`src/rtl/seq_det_pkg.sv`:
```
// Shared types and helpers for the programmable serial pattern detector.
package seq_det_pkg;

  typedef enum logic [1:0] {
    IDLE  = 2'd0,
    FILL  = 2'd1,
    ARMED = 2'd2
  } det_state_t;

  // Widest pattern the detector can be built for; masks are produced at this width and
  // callers compare a zero-extended difference against them.
  localparam int unsigned MaskW = 32;

  // Low len bits set; len >= 32 yields all ones.
  function automatic logic [MaskW-1:0] len_mask(input logic [5:0] len);
    logic [MaskW-1:0] m;
    if (len >= 6'd32) begin
      m = '1;
    end else begin
      m = (MaskW'(1) << len) - MaskW'(1);
    end
    return m;
  endfunction

endpackage

```
`src/rtl/seq_detector_param_if.sv`:
```
// Bit stream, configuration and result signals of the pattern detector.
interface seq_detector_param_if #(
  parameter int unsigned MAX_LEN = 16,
  parameter int unsigned CNT_W   = 8
);
  localparam int unsigned LEN_W = $clog2(MAX_LEN + 1);

  logic               a;
  logic               a_valid;
  logic               cfg_load;
  logic [MAX_LEN-1:0] cfg_pattern;
  logic [LEN_W-1:0]   cfg_len;
  logic               cfg_overlap;
  logic               clr_count;
  logic               y_mealy;
  logic               y;
  logic [CNT_W-1:0]   match_count;
  logic               cfg_err;
  logic               armed;

  modport master (
    output a, a_valid, cfg_load, cfg_pattern, cfg_len, cfg_overlap, clr_count,
    input  y_mealy, y, match_count, cfg_err, armed
  );

  modport slave (
    input  a, a_valid, cfg_load, cfg_pattern, cfg_len, cfg_overlap, clr_count,
    output y_mealy, y, match_count, cfg_err, armed
  );
endinterface

```
`src/rtl/sat_counter.sv`:
```
// Saturating up-counter; a clear wins over a same-cycle increment.
module sat_counter #(
  parameter int unsigned W = 8
) (
  input  logic         clk_i,
  input  logic         rst_ni,
  input  logic         inc_i,
  input  logic         clr_i,
  output logic [W-1:0] cnt_o
);

  logic [W-1:0] cnt_q, cnt_d;

  // Next count: clear, else increment unless already at the ceiling.
  always_comb begin
    cnt_d = cnt_q;
    if (clr_i) begin
      cnt_d = '0;
    end else if (inc_i && (cnt_q != '1)) begin
      cnt_d = cnt_q + W'(1);
    end
  end

  // Count register.
  always_ff @(posedge clk_i or negedge rst_ni) begin
    if (!rst_ni) begin
      cnt_q <= '0;
    end else begin
      cnt_q <= cnt_d;
    end
  end

  assign cnt_o = cnt_q;

endmodule

```
`src/rtl/seq_detector_param.sv`:
```
// Runtime-programmable serial pattern detector with overlap control, Mealy and Moore
// match outputs and a saturating match counter.
module seq_detector_param
  import seq_det_pkg::*;
#(
  parameter int unsigned MAX_LEN = 16,
  parameter int unsigned CNT_W   = 8
) (
  input  logic                clk,
  input  logic                reset_n,
  seq_detector_param_if.slave det_if
);

  localparam int unsigned LEN_W = $clog2(MAX_LEN + 1);
  localparam logic [LEN_W-1:0] MaxLenW = LEN_W'(MAX_LEN);

  det_state_t         state_q, state_d;
  logic [MAX_LEN-1:0] hist_q, hist_d, pat_q, pat_d, hist_next;
  logic [LEN_W-1:0]   fill_q, fill_d, len_q, len_d, fill_inc;
  logic               ovl_q, ovl_d;
  logic               cfg_err_q, cfg_err_d;
  logic               y_q;
  logic               bit_ok, hit, cfg_legal;
  logic [CNT_W-1:0]   cnt;

  // Match decision for the bit presented this cycle.
  always_comb begin
    bit_ok    = det_if.a_valid && (state_q != IDLE) && !det_if.cfg_load;
    hist_next = (hist_q << 1) | MAX_LEN'(det_if.a);
    fill_inc  = (fill_q == MaxLenW) ? fill_q : fill_q + LEN_W'(1);
    hit       = bit_ok && (fill_inc >= len_q) &&
                ((MaskW'(hist_next ^ pat_q) & len_mask(6'(len_q))) == '0);
    cfg_legal = (det_if.cfg_len != '0) && (det_if.cfg_len <= MaxLenW);
  end

  // Next state: configuration load first, then valid-bit consumption.
  always_comb begin
    state_d   = state_q;
    hist_d    = hist_q;
    fill_d    = fill_q;
    pat_d     = pat_q;
    len_d     = len_q;
    ovl_d     = ovl_q;
    cfg_err_d = cfg_err_q;
    if (det_if.cfg_load) begin
      pat_d     = det_if.cfg_pattern;
      len_d     = det_if.cfg_len;
      ovl_d     = det_if.cfg_overlap;
      hist_d    = '0;
      fill_d    = '0;
      cfg_err_d = !cfg_legal;
      state_d   = cfg_legal ? FILL : IDLE;
    end else if (bit_ok) begin
      hist_d = hist_next;
      if (hit && !ovl_q) begin
        // Restart: stale history is ignored because fill gates the compare.
        fill_d  = '0;
        state_d = FILL;
      end else begin
        fill_d  = fill_inc;
        state_d = (fill_inc >= len_q) ? ARMED : FILL;
      end
    end
  end

  // State and configuration registers.
  always_ff @(posedge clk or negedge reset_n) begin
    if (!reset_n) begin
      state_q   <= IDLE;
      hist_q    <= '0;
      fill_q    <= '0;
      pat_q     <= '0;
      len_q     <= '0;
      ovl_q     <= 1'b0;
      cfg_err_q <= 1'b0;
      y_q       <= 1'b0;
    end else begin
      state_q   <= state_d;
      hist_q    <= hist_d;
      fill_q    <= fill_d;
      pat_q     <= pat_d;
      len_q     <= len_d;
      ovl_q     <= ovl_d;
      cfg_err_q <= cfg_err_d;
      y_q       <= hit;
    end
  end

  // A new configuration also clears the count.
  sat_counter #(
    .W (CNT_W)
  ) u_match_cnt (
    .clk_i  (clk),
    .rst_ni (reset_n),
    .inc_i  (hit),
    .clr_i  (det_if.clr_count | det_if.cfg_load),
    .cnt_o  (cnt)
  );

  assign det_if.y_mealy     = hit;
  assign det_if.y           = y_q;
  assign det_if.match_count = cnt;
  assign det_if.cfg_err     = cfg_err_q;
  assign det_if.armed       = (state_q == ARMED);

endmodule

```
`src/flat_wrapper.sv`:
```
// flat-port wrapper written by rule: the top's interface ports become plain ports
module seq_detector_param_flat import seq_det_pkg::*;
#(
  parameter int unsigned MAX_LEN = 16,
  parameter int unsigned CNT_W   = 8
)
  (clk, reset_n, det_if_a, det_if_a_valid, det_if_cfg_load, det_if_cfg_pattern, det_if_cfg_len, det_if_cfg_overlap, det_if_clr_count, det_if_y_mealy, det_if_y, det_if_match_count, det_if_cfg_err, det_if_armed);
  seq_detector_param_if #(.MAX_LEN(MAX_LEN), .CNT_W(CNT_W)) det_if_i ();
  input  logic clk;
  input  logic reset_n;
  input wire logic [$bits(det_if_i.a)-1:0] det_if_a;
  input wire logic [$bits(det_if_i.a_valid)-1:0] det_if_a_valid;
  input wire logic [$bits(det_if_i.cfg_load)-1:0] det_if_cfg_load;
  input wire logic [$bits(det_if_i.cfg_pattern)-1:0] det_if_cfg_pattern;
  input wire logic [$bits(det_if_i.cfg_len)-1:0] det_if_cfg_len;
  input wire logic [$bits(det_if_i.cfg_overlap)-1:0] det_if_cfg_overlap;
  input wire logic [$bits(det_if_i.clr_count)-1:0] det_if_clr_count;
  output wire logic [$bits(det_if_i.y_mealy)-1:0] det_if_y_mealy;
  output wire logic [$bits(det_if_i.y)-1:0] det_if_y;
  output wire logic [$bits(det_if_i.match_count)-1:0] det_if_match_count;
  output wire logic [$bits(det_if_i.cfg_err)-1:0] det_if_cfg_err;
  output wire logic [$bits(det_if_i.armed)-1:0] det_if_armed;
  assign det_if_i.a = det_if_a;
  assign det_if_i.a_valid = det_if_a_valid;
  assign det_if_i.cfg_load = det_if_cfg_load;
  assign det_if_i.cfg_pattern = det_if_cfg_pattern;
  assign det_if_i.cfg_len = det_if_cfg_len;
  assign det_if_i.cfg_overlap = det_if_cfg_overlap;
  assign det_if_i.clr_count = det_if_clr_count;
  assign det_if_y_mealy = det_if_i.y_mealy;
  assign det_if_y = det_if_i.y;
  assign det_if_match_count = det_if_i.match_count;
  assign det_if_cfg_err = det_if_i.cfg_err;
  assign det_if_armed = det_if_i.armed;
  seq_detector_param #(.MAX_LEN(MAX_LEN), .CNT_W(CNT_W)) u_core (.clk(clk), .reset_n(reset_n), .det_if(det_if_i));
endmodule
```
`config.mk`:
```
export PLATFORM = sky130hd
export DESIGN_NAME = seq_detector_param_flat
export DESIGN_NICKNAME = d
export VERILOG_FILES = /design/src/rtl/seq_det_pkg.sv /design/src/rtl/seq_detector_param_if.sv /design/src/rtl/sat_counter.sv /design/src/rtl/seq_detector_param.sv /design/src/flat_wrapper.sv
export SDC_FILE = /design/constraint.sdc
export NUM_CORES = 1
export LEC_CHECK = 0
export ABC_AREA = 1
export CAP_MARGIN = 20
export CORE_UTILIZATION = 39
export CTS_BUF_LIST = sky130_fd_sc_hd__clkbuf_2 sky130_fd_sc_hd__clkbuf_4 sky130_fd_sc_hd__clkbuf_8
export CTS_CLUSTER_SIZE = 10
export DETAILED_ROUTE_END_ITERATION = 10
export HOLD_SLACK_MARGIN = 0.05
export PLACE_DENSITY_LB_ADDON = 0.2
export SYNTH_ARGS = -nofsm -noshare
export SYNTH_HDL_FRONTEND = slang
export SYNTH_SLANG_ARGS = --single-unit
```
`constraint.sdc`:
```
create_clock -name clk -period 3.2 [get_ports clk]
set_clock_uncertainty 0.15 [all_clocks]
set_input_delay 0.32 -clock clk [delete_from_list [all_inputs] [get_ports clk]]
set_output_delay 0.32 -clock clk [all_outputs]
set_load 0.02 [all_outputs]
```
**Yosys cells after proc, flatten, opt, wreduce, memory -nomap -nowiden**

Cells that the tools add are included.

- Eq/ne operators: 3
- $lt $le $gt $ge: 2
- Reduce and logical (&&, ||, !) cells: 15
- Divide/modulo/power cells: 0
- $mul: 0
- $add $sub $neg: 3
- Bitwise logic cells: 4
- Shifts and indexed selects: 1
- Muxes and demuxes: 13

Operators with widths:

| kind | number |
|---|---|
| AND 32 bit | 1 |
| logical NOT 32 bit | 1 |
| << shifter 1 x 5 -> 32 bit, first input constant | 1 |
| subtractor 32 x 2 -> 32 bit, second input constant | 1 |
| two-way mux 15 bit | 2 |
| two-way mux 5 bit | 4 |
| two-way mux 8 bit | 2 |
| OR 16 x 1 -> 16 bit | 1 |
| XOR 16 bit | 1 |
| adder 8 x 1 -> 8 bit, second input constant | 1 |
| two-way mux 2 bit | 4 |
| != test 8 bit, second input constant | 1 |
| logical AND 1 bit | 7 |
| nonzero test 2 bit | 3 |
| adder 5 x 1 -> 5 bit, second input constant | 1 |
| equality test 5 bit, second input constant | 1 |
| >= comparator 5 bit | 1 |
| <= comparator 5 bit, second input constant | 1 |
| nonzero test 5 bit | 1 |
| logical NOT 1 bit | 3 |
| equality test 2 bit, second input constant | 1 |
| two-way mux 1 bit | 1 |
| OR 1 bit | 1 |

- Bits in read-only memories: 0
- Flip-flop bits (word level): 54
- Input bits: 28
- Memories: 0
- Output and inout bits: 12
- Logic and storage cells: 50
- RAM bits: 0
- Latch bits: 0

**Longest topological paths before layout**

- Word-level depth: 9
- Gate-level depth with buffers: 18
- Gate-level depth less buffers: 18

**Hierarchy**

A second synthesis with hierarchy kept.

- Cell total of the unflattened synthesis: 425
- Area, all modules: 3126.7 sq um

Modules (own cells, without submodules):

| module | sequential area each (sq um) | area each (sq um) | cells each | instances |
|---|---|---|---|---|
| seq_detector_param | 1151.1 | 2615.0 | 351 | 1 |
| sat_counter | 200.2 | 511.7 | 74 | 1 |

**Worst setup path after synthesis**

Ideal clock, no wire load.

- Path kind: register to register
- Start: register u_core.fill_q[0]
- End: register u_core.u_match_cnt.cnt_q[5] (netlist: u_core.u_match_cnt.cnt_o[5])
- Arrival: 2.302 ns
- Required time: 2.928 ns
- Library setup time: 0.122 ns
- Path buffers: 0
- Period minus slack after synthesis: 2.575 ns
- Path slack: 0.625 ns
- Stages on the path, launching flop included: 16
- Cells stage by stage: dfrtp_1 > ha_1 > nand2_1 > nor2_1 > xnor2_1 > inv_1 > ha_1 > nand2_1 > o21a_1 > and3_1 > nor2_1 > inv_1 > nor2_4 > nand2_4 > nand2_4 > o21ai_1

- Word-level cells in the longest chain between the ends: 7
- Elaborated cells between the ends (all ways): 8
- Those cells by class: add/sub: 1; order compare: 1; eq/ne: 1; mux: 1; reduce/logical: 4

Ends and longest elaborated chain:

| what | line | text |
|---|---|---|
| from (decl) | seq_detector_param.sv:19 | `logic [LEN_W-1:0] fill_q, fill_d, len_q, len_d, fill_inc;` |
| from (signal assigned) | seq_detector_param.sv:80 | `fill_q <= fill_d;` |
| adder 5 x 1 -> 5 bit or equality test 5 bit (tied branches) | seq_detector_param.sv:30 | `fill_inc = (fill_q == MaxLenW) ? fill_q : fill_q + LEN_W'(1);` |
| two-way mux 5 bit (*) | seq_detector_param.sv:30 |  |
| >= comparator 5 bit (*) | seq_detector_param.sv:31 | `hit = bit_ok && (fill_inc >= len_q) &&` |
| logical AND 1 bit (*) (2 in series) | seq_detector_param.sv:31 |  |
| via det_if_y_mealy | flat_wrapper.sv:18 | `output wire logic [$bits(det_if_i.y_mealy)-1:0] det_if_y_mealy;` |
| logical AND 1 bit (*) | sat_counter.sv:19 | `end else if (inc_i && (cnt_q != '1)) begin` |
| nonzero test 2 bit (no line) (*) | - |  |
| to (signal assigned) | sat_counter.sv:29 | `cnt_q <= cnt_d;` |
| to (decl) | sat_counter.sv:12 | `logic [W-1:0] cnt_q, cnt_d;` |

The timed path passes the listed nets; every way through them passes the cells marked *.
A chain may end at the register's enable or synchronous reset.

**Worst setup path in the final report**

- Start: register u_core.fill_q[0]
- End: output port det_if_y_mealy

- Word-level cells in the longest chain between the ends: 5
- Elaborated cells between the ends (all ways): 6
- Those cells by class: add/sub: 1; order compare: 1; eq/ne: 1; mux: 1; reduce/logical: 2

Ends and longest elaborated chain:

| what | line |
|---|---|
| adder 5 x 1 -> 5 bit or equality test 5 bit (tied branches) | seq_detector_param.sv:30 |
| two-way mux 5 bit (*) | seq_detector_param.sv:30 |
| >= comparator 5 bit (*) | seq_detector_param.sv:31 |
| logical AND 1 bit (*) (2 in series) | seq_detector_param.sv:31 |
| to (decl) | flat_wrapper.sv:18 |

Every way passes the cells marked *; elsewhere a longest branch is shown, timed or not.

==> impl_metrics.py <==
metrics = {
    "detailed_routing": {
        "wire_per_inst_um": 12.5,
        "drtIter0Drc": 81,
        "firstDrtPassIters": 4,
        "detail-route-antenna-nets": 0,
        "via_total_after_detailed_routing": 2596,
        "routed_via_density": 4.75,
        "drt_wl_total_um": 6830,
        "drt_drc_violations_left": 0,
    },
    "timing": {
        "maxSlewViolCount": 0,
        "relSlewSlack_pct": 45.4,
        "hold_viol": 0,
        "whs_ns": 0.351,
        "totalNegativeSetupSlack_ns": 0,
        "period_share_pct": 91.5,
        "layout_min_cycle_time_ns": 2.93,
        "setup_viol_count_final": 0,
        "timing.fmax_mhz": 342,
        "timing_worst_slew_pin_value_ns": 0.816,
        "rsz0062_at_grt": "no",
    },
    "yosys": {
        "ys_ff_latch": 54,
        "postSynthCellCount": 399,
        "syn_area_per_cell_um2": 7.76,
        "share_of_synthesized_area_occupied_by_flip_flops_and_latches_pct": 43.6,
        "synth-warning-count": 0,
        "synth_cell_type_count": 28,
        "synthesis.nets": 436,
        "post_synth_design_cell_area_mm2": 0.00310,
    },
    "placed_design": {
        "numPlacedInstances": 537,
        "dp_hpwl_um": 4940,
        "final_gp_congestion": 0.889,
        "placement.io_buffers": 39,
    },
    "global_routing": {
        "first_global_vias": 2617,
        "antenna_found_initial": 0,
        "track_usage_pct": 18.2,
        "first_pass_grt_wire_length_um": 12100,
        "largest_net_degree_at_the_start_of_global_routing": 39,
        "overflow": 0,
    },
    "floorplanning": {
        "fp.dieH_um": 91.1,
        "start_util_pct": 40.3,
        "die_area_mm2": 0.00830,
        "area_of_the_core_mm2": 0.00769,
        "die_w_um": 91.1,
        "top_level_ports": 40,
        "rows": 32,
    },
    "pwr": {
        "share_seq_of_total_power_pct": 50.7,
        "leakage_nw": 1.81,
        "power.combinational.fraction_pct": 21.6,
        "power-per-cell-area_mw_per_mm2": 398,
        "clock_power_share_pct": 27.6,
        "switching_part_of_the_total_pct": 30.6,
        "vdd_ir_drop_max_v": 0.000207,
        "internal_power_summed_over_all_cells_mw": 1.03,
        "net-switching-power_uw": 453,
    },
    "layout": {
        "layout.filler_cells": 779,
        "layoutNonFillerInstCount": 546,
        "layout.cells.most_common": "sky130_fd_sc_hd__nand2_1",
        "multiInputGateArea_mm2": 0.00150,
        "post_route_cells_drive_above_1_share_pct": 10.6,
        "num-nets-final": 480,
        "register_area_mm2": 0.00135,
        "total_inserted_antenna_cells": 0,
        "layout_area_overhead_pct": 20.2,
        "final_core_utilization_pct": 48.5,
        "layout.cells.most_common_list": "sky130_fd_sc_hd__nand2_1, sky130_fd_sc_hd__dfrtp_1, sky130_fd_sc_hd__inv_1",
    },
    "min_path": {
        "startpoint_of_the_most_critical_hold_path": "u_core.pat_q[10]$_DFFE_PN0P_",
        "min_delay_worst_endpoint": "u_core.pat_q[10]$_DFFE_PN0P_",
        "holdPathStages": 2,
        "hp-class": "flop to flop",
    },
    "worst_setup_path": {
        "cp.required_ns": 2.73,
        "startpoint_of_the_worst_slack_reg_to_reg_timing_path": "u_core.fill_q[0]$_DFFE_PN0P_",
        "r2r_end": "u_core.u_match_cnt.cnt_o[2]$_DFFE_PN0P_",
        "setup.worst_path.end_class": "output pin",
        "worstSetupPathType": "flop to output pin",
        "cp.arrival_ns": 2.46,
        "crit_path_max_fanout": 3,
        "rrSetupSlack_ns": 0.51,
        "worstSetupStartpointType": "flop",
        "rr_worst_depth": 17,
    },
    "cts": {
        "tritoncts.num_buffers": 5,
        "worst_setup_hold_path_clk_slew_ns": 0.10,
        "cts_htree_levels": 2,
        "buffers_from_clock_root_to_sink_at_most": 2,
        "tritoncts": "done",
        "clock-root-buffer": "sky130_fd_sc_hd__clkbuf_8",
        "clock_insertion_delay_worst_skew_ns": 0.31,
        "cts_num_sinks": 54,
    },
    "run_status": {
        "status": "finished clean",
    },
    "job": {
        "maxCapViolCount": 0,
    },
}
==> worst max-delay path: stages (launching register included) <==
cell and delay [ns]:
sky130_fd_sc_hd__dfrtp_1 0.41, sky130_fd_sc_hd__ha_1 0.21, sky130_fd_sc_hd__nand2_1 0.09, sky130_fd_sc_hd__nor2_1 0.05, sky130_fd_sc_hd__xnor2_1 0.13, sky130_fd_sc_hd__inv_1 0.07
sky130_fd_sc_hd__ha_1 0.31, sky130_fd_sc_hd__nand2_1 0.08, sky130_fd_sc_hd__o21a_1 0.18, sky130_fd_sc_hd__and3_1 0.16, sky130_fd_sc_hd__nor2_2 0.10, sky130_fd_sc_hd__inv_1 0.08
sky130_fd_sc_hd__nor2_4 0.11, sky130_fd_sc_hd__clkbuf_2 0.17
==> power by group through the flow <==
stage                     Combinational (mW)  Sequential (mW)  Clock (mW)
after global routing                   0.365            0.758       0.445
after CTS                              0.323            0.752       0.422
after detailed placement               0.320            0.765           0
after floorplan                        0.211            0.758           0
final                                  0.320            0.752       0.410
after global placement                 0.317            0.764           0
==> registers in the layout (all words and copies together), names as in the netlist <==
register / count
u_core.det_if.cfg_err: 1
u_core.det_if.y: 1
u_core.fill_q: 5
u_core.hist_q: 15
u_core.len_q: 5
u_core.ovl_q: 1
u_core.pat_q: 16
u_core.state_q: 2
u_core.u_match_cnt.cnt_o: 8
==> cells in the mapped netlist <==
cell type | count | area share, %
sky130_fd_sc_hd__xnor2_1 | 4 | 1.1
sky130_fd_sc_hd__o21ai_0 | 21 | 3.4
sky130_fd_sc_hd__nor2_1 | 23 | 2.8
sky130_fd_sc_hd__and3_1 | 1 | 0.20
sky130_fd_sc_hd__o21a_1 | 2 | 0.48
sky130_fd_sc_hd__buf_4 | 3 | 0.73
sky130_fd_sc_hd__o21bai_1 | 1 | 0.24
sky130_fd_sc_hd__clkbuf_1 | 9 | 1.1
sky130_fd_sc_hd__nand2_1 | 116 | 14
sky130_fd_sc_hd__a21oi_1 | 3 | 0.48
sky130_fd_sc_hd__nor3_2 | 1 | 0.32
sky130_fd_sc_hd__nand2_2 | 5 | 1.0
sky130_fd_sc_hd__inv_2 | 4 | 0.48
sky130_fd_sc_hd__nor4_1 | 1 | 0.20
sky130_fd_sc_hd__xor2_1 | 14 | 4.0
sky130_fd_sc_hd__nand4_1 | 9 | 1.8
sky130_fd_sc_hd__ha_1 | 9 | 3.6
sky130_fd_sc_hd__nand4_2 | 1 | 0.40
sky130_fd_sc_hd__nor2_4 | 4 | 1.5
sky130_fd_sc_hd__o22ai_1 | 14 | 2.8
sky130_fd_sc_hd__nand2_4 | 3 | 1.1
sky130_fd_sc_hd__nor2_2 | 5 | 1.0
sky130_fd_sc_hd__nor3_1 | 2 | 0.32
sky130_fd_sc_hd__nand3_2 | 4 | 1.3
sky130_fd_sc_hd__nand3_1 | 37 | 6.0
sky130_fd_sc_hd__inv_1 | 48 | 5.8
sky130_fd_sc_hd__dfrtp_1 | 54 | 44
sky130_fd_sc_hd__o21ai_1 | 1 | 0.16
==> timing repair <==
item / CTS / global route
setup endpoints to repair: 1 / 1
resized for setup: 1 / 3
hold buffers: 1 / 0
pin swaps: 0 / 0
endpoints found under the hold margin: 23 / 0
setup buffers: 0 / 0
==> kinds of logic after synthesis <==
logic type,after synthesis,share of synthesized area [%]
xor gates and xnor gates,18,5.09
DFF,54,43.6
buffers and inverters,64,8.12
and+or+nand+nor,212,31.9
adders and majority gates,9,3.63
AOI/OAI and AO/OA,42,7.59
==> worst max-delay path by stage <==
| stage | start | to | slack (ns) | cells after the start |
|---|---|---|---|---|
| after floorplan | u_core.fill_q[0]$_DFFE_PN0P_ | u_core.u_match_cnt.cnt_o[5]$_DFFE_PN0P_ | 0.63 | 15 |
| after global placement | u_core.fill_q[0]$_DFFE_PN0P_ | det_if_y_mealy | 0.19 | 13 |
| after detailed placement | u_core.fill_q[0]$_DFFE_PN0P_ | det_if_y_mealy | 0.15 | 13 |
| after CTS | u_core.fill_q[0]$_DFFE_PN0P_ | det_if_y_mealy | 0.06 | 13 |
| after global routing | u_core.fill_q[0]$_DFFE_PN0P_ | det_if_y_mealy | 0.04 | 13 |
| final | u_core.fill_q[0]$_DFFE_PN0P_ | det_if_y_mealy | 0.27 | 13 |
==> metrics by stage <==
step                      power [mW]  area [µm²]  setup WS (ns)
after floorplan                0.968        3100          0.625
after global placement          1.08        3620          0.193
after detailed placement        1.09        3620          0.152
after CTS                       1.50        3730         0.0566
after global routing            1.57        3720         0.0437
final                           1.48        3720          0.272
==> routing by layer <==
layer  share of wire [%]  track usage, %
met1                  50            24.7
met2                  45            29.9
met3                 3.4            3.02
met4                 1.5            5.42
met5                   0               0
==> final cells by class <==
type / instances / share of cell area [%]
tap: 102 / 3.43
clock buffer: 7 / 2.42
clock inverter: 1 / 0.134
multi-input combinational: 281 / 40.2
sequential: 54 / 36.3
inverter: 52 / 5.24
timing repair buffer: 49 / 12.3
Power figures use the tool's default switching activity.
